### src/rtl/dff_pipe_elastic.sv
// Elastic valid/ready register pipeline, WIDTH bits x DEPTH stages; a word reaches out_valid DEPTH cycles after its accept cycle.
// Stalls collapse bubbles first; in_ready drops only when all stages are full and out_ready is low; clr flushes synchronously.
module dff_pipe_elastic #(
  parameter int WIDTH = 128,
  parameter int DEPTH = 2,
  localparam int CW = $clog2(DEPTH + 1)
) (
  input  logic             clk,
  input  logic             rst,
  input  logic             clr,
  input  logic             in_valid,
  output logic             in_ready,
  input  logic [WIDTH-1:0] in_data,
  output logic             out_valid,
  input  logic             out_ready,
  output logic [WIDTH-1:0] out_data,
  output logic [CW-1:0]    count
);

  if (DEPTH < 1) begin : g_depth_check
    $error("dff_pipe_elastic: DEPTH must be at least 1");
  end

  logic [DEPTH-1:0] v;
  logic [DEPTH-1:0] en;
  logic [WIDTH-1:0] d [DEPTH];
  logic             in_xfer;
  logic             out_xfer;

  // A stage may load when it is empty or the stage after it is moving.
  always_comb begin : ready_chain
    logic nxt_en;
    nxt_en = out_ready;
    en     = '0;
    for (int i = DEPTH - 1; i >= 0; i--) begin
      en[i]  = !v[i] | nxt_en;
      nxt_en = en[i];
    end
  end

  for (genvar i = 0; i < DEPTH; i++) begin : g_stage
    logic             src_v;
    logic [WIDTH-1:0] src_d;
    logic             v_q;
    logic [WIDTH-1:0] d_q;

    if (i == 0) begin : g_head
      assign src_v = in_valid;
      assign src_d = in_data;
    end else begin : g_body
      assign src_v = v[i-1];
      assign src_d = d[i-1];
    end

    // Data only loads under a valid source so idle stages keep their last word.
    always_ff @(posedge clk or posedge rst) begin
      if (rst) begin
        v_q <= 1'b0;
        d_q <= '0;
      end else if (clr) begin
        v_q <= 1'b0;
      end else if (en[i]) begin
        v_q <= src_v;
        if (src_v) d_q <= src_d;
      end
    end

    assign v[i] = v_q;
    assign d[i] = d_q;
  end

  assign in_ready  = en[0] & !clr;
  assign out_valid = v[DEPTH-1] & !clr;
  assign out_data  = d[DEPTH-1];

  assign in_xfer  = in_valid & in_ready;
  assign out_xfer = out_valid & out_ready;

  always_ff @(posedge clk or posedge rst) begin
    if (rst) begin
      count <= '0;
    end else if (clr) begin
      count <= '0;
    end else if (in_xfer && !out_xfer) begin
      count <= count + CW'(1);
    end else if (out_xfer && !in_xfer) begin
      count <= count - CW'(1);
    end
  end

endmodule

### config.mk
export PLATFORM = sky130hd
export DESIGN_NAME = dff_pipe_elastic
export DESIGN_NICKNAME = d
export VERILOG_FILES = /design/src/rtl/dff_pipe_elastic.sv
export SDC_FILE = /design/constraint.sdc
export NUM_CORES = 1
export LEC_CHECK = 0
export CAP_MARGIN = 20
export CORE_ASPECT_RATIO = 0.9
export CORE_MARGIN = 5
export CORE_UTILIZATION = 52
export DETAILED_ROUTE_END_ITERATION = 10
export PLACE_DENSITY_LB_ADDON = 0.08
export SLEW_MARGIN = 10
export SYNTH_ARGS = -nofsm -noshare
export SYNTH_HDL_FRONTEND = slang
export SYNTH_SLANG_ARGS = --single-unit
### constraint.sdc
create_clock -name clk -period 20.5 [get_ports clk]
set_input_delay 2.05 -clock clk [delete_from_list [all_inputs] [get_ports clk]]
set_output_delay 2.05 -clock clk [all_outputs]
set_load 0.005 [all_outputs]
==> metrics <==
status complete, no violations; Post-DRT Antenna Nets 0; sequential area share after synthesis 0.644; routed vias/inst 5.12; Worst VDD drop 73.5 uV; final setup fails 0; total core area 0.0192 mm^2; Worst Clk Skew 0.00780 ns; unrepaired setup endpoints after global routing false; DRC Markers 0; max-slew violation count 0; first-pass GRT wire length 35000 um; metal1 wirelength 8680 um; Hold Fails Final Rpt 0; CTS resizes 0; Clock Pin Slew Worst Setup and Hold Paths 0.06 ns; Clock Latency Late Sink 0.51 ns; CP Launch Type input pin; syn_area_per_cell 17.7 um^2; Static Leak 0.00617 uW; Crit Path Category in -> out; Total GRT Usage 0.198; die area 0.0223 mm^2; max cap viols 0; routed len/inst 20.0 um; Row Count 48; DRT Wirelength 22300 um; Final Util 0.719; count of cell types in the netlist 24; maximum clock frequency 180 MHz; DRT Pass-1 Iters 4; DR top layer met4; PortBufs 264; metal2 WL 10900 um; CTS tree done; clock sinks 260; H-tree depth reported by CTS 1; Placement Setup Slack 14.75 ns; crit-path max FO 5; detailed router's first-iteration violation count 173; I/O pins 265; Final Cycle Share 0.271; synth warn 0; post-DP HPWL 15200 um; setup ws final 14.95 ns; pin count of the biggest net entering global routing 109; Setup TNS Final 0 ns; total number of vias 5693; # fillers 1228; Post CTS Setup Buffer Count 0; Chip Height 142 um; die width 157 um; register bit total from synthesis 260; Layout Nets 975; Worst Tran Pin Value 0.855 ns; Synth top area share 0.644; syn nets 704; largest cells by area after synthesis dfrtp_1, mux2_2, mux2_4; minimum clock period 5.55 ns; P&R area growth vs syn 36.4%; Clock Tree Buf Depth 3; CP required 18.45 ns; GPL Wtd Cong 0.793; cts hold-fix bufs 0; Pwr per Cell Area 111 mW/mm^2; Critical Path End Type output port; initial core utilization 0.527; Syn Std Cell Area 0.0101 mm^2; CTS Buf Count 27; worst path arrival time 3.50 ns; initial antenna violation count 2; vias in the first global route 6393; met3 WL post-DR 1980 um; worst min-delay path category reg -> reg; Post-Syn Instances 571; Root Driver clkbuf_16; fraction of layout cells with a size suffix above 1 0.354; grt ovf 0; Yosys top cell by area dfrtp_1; worst relative slew slack 0.430; Min Hold Slack 0.497 ns
metal layers:
metal  GRT usage  vias up
li1            -     2543
met1       0.240     2925
met2       0.336      187
met3      0.0721       38
met4      0.0580        0
met5           0        -
power by group:
part           total, uW  internal [uW]  switching (uW)
logic                370            260             109
registers            695            632            63.2
clock network        467            279             188
total               1530           1170             360
cells in the mapped netlist (all sizes together):
cell and instances:
and3b 1, buf 28, xnor2 1, a211o 1, nor4 1, clkbuf 2
or3b 1, mux2 256, inv 2, a21oi 3, nor2b 1, nand3b 1
o21a 1, nor2 6, a21o 1, nor3b 1, and4b 1, dfrtp 260
nand2b 1, nand2 1, and2 1
critical path: stages:
cell and delay, ns:
clkdlybuf4s50_1 0.55, and3b_1 0.24, nor2_1 0.11, clkdlybuf4s50_1 0.53
final timing paths:
path	slack (ns)	from	depth (start not counted)	endpoint
worst max register to register	16.93	g_stage[1].v_q	6	count[1]
worst min register to register	0.50	g_stage[0].d_q[127]	1	out_data[127]
max in group asynchronous	17.09	rst	3	g_stage[0].d_q[7]
worst min-delay path	0.50	g_stage[0].d_q[127]	1	out_data[127]
worst max-delay path	14.95	out_ready	4	in_ready
min in group asynchronous	2.06	rst	2	g_stage[0].d_q[29]
per-stage QoR:
step	power, uW	instances	cell area [um^2]
after global placement	1060	1062	12900
after floorplan	843	571	10100
final	1530	1111	13800
after global routing	1610	1111	13800
after detailed placement	1080	1062	12900
after CTS	1550	1108	13700
flip-flops by register name, indices dropped and copies added, names as in the netlist:
register	count
g_stage.d_q	128
out_data	128
count	2
g_stage.v_q	2
cells in the final DEF, fill, tap and decap left out, drive strengths merged:
master,count
clkinv,2
nand3b,1
nor2b,1
a211o,1
nor2,6
clkbuf,42
a21oi,3
and2,1
xnor2,1
and3b,1
bufinv,1
inv,3
buf,8
nor4,1
nor3b,1
a21o,1
mux2,256
and4b,1
nand2b,1
nand2,1
diode,2
dfrtp,260
o21a,1
or3b,1
clkdlybuf4s50,264
logic make-up (layout without fill, tap and decap cells):
kind of cell / after synthesis / after routing / synth area share
AO/OA/AOI/OAI: 6 / 6 / 0.00384
XOR/XNOR: 1 / 1 / 0.000868
buffers and inverters: 32 / 320 / 0.0226
flip-flops: 260 / 260 / 0.644
multiplexers: 256 / 256 / 0.319
other: 0 / 2 / 0
AND/OR/NAND/NOR: 16 / 16 / 0.00930
area by class of cell:
class                           count  area [um^2]  area share
Sequential cell                   260         6510       0.473
Inverter                            2         15.0     0.00109
Timing Repair Buffer              272         2720       0.197
Antenna cell                        2         5.00    0.000363
Multi-Input combinational cell    279         3360       0.244
Clock buffer                       42          802      0.0582
Clock inverter                      4         48.8     0.00354
Tap cell                          250          313      0.0227
Power figures use the tool's default switching activity.
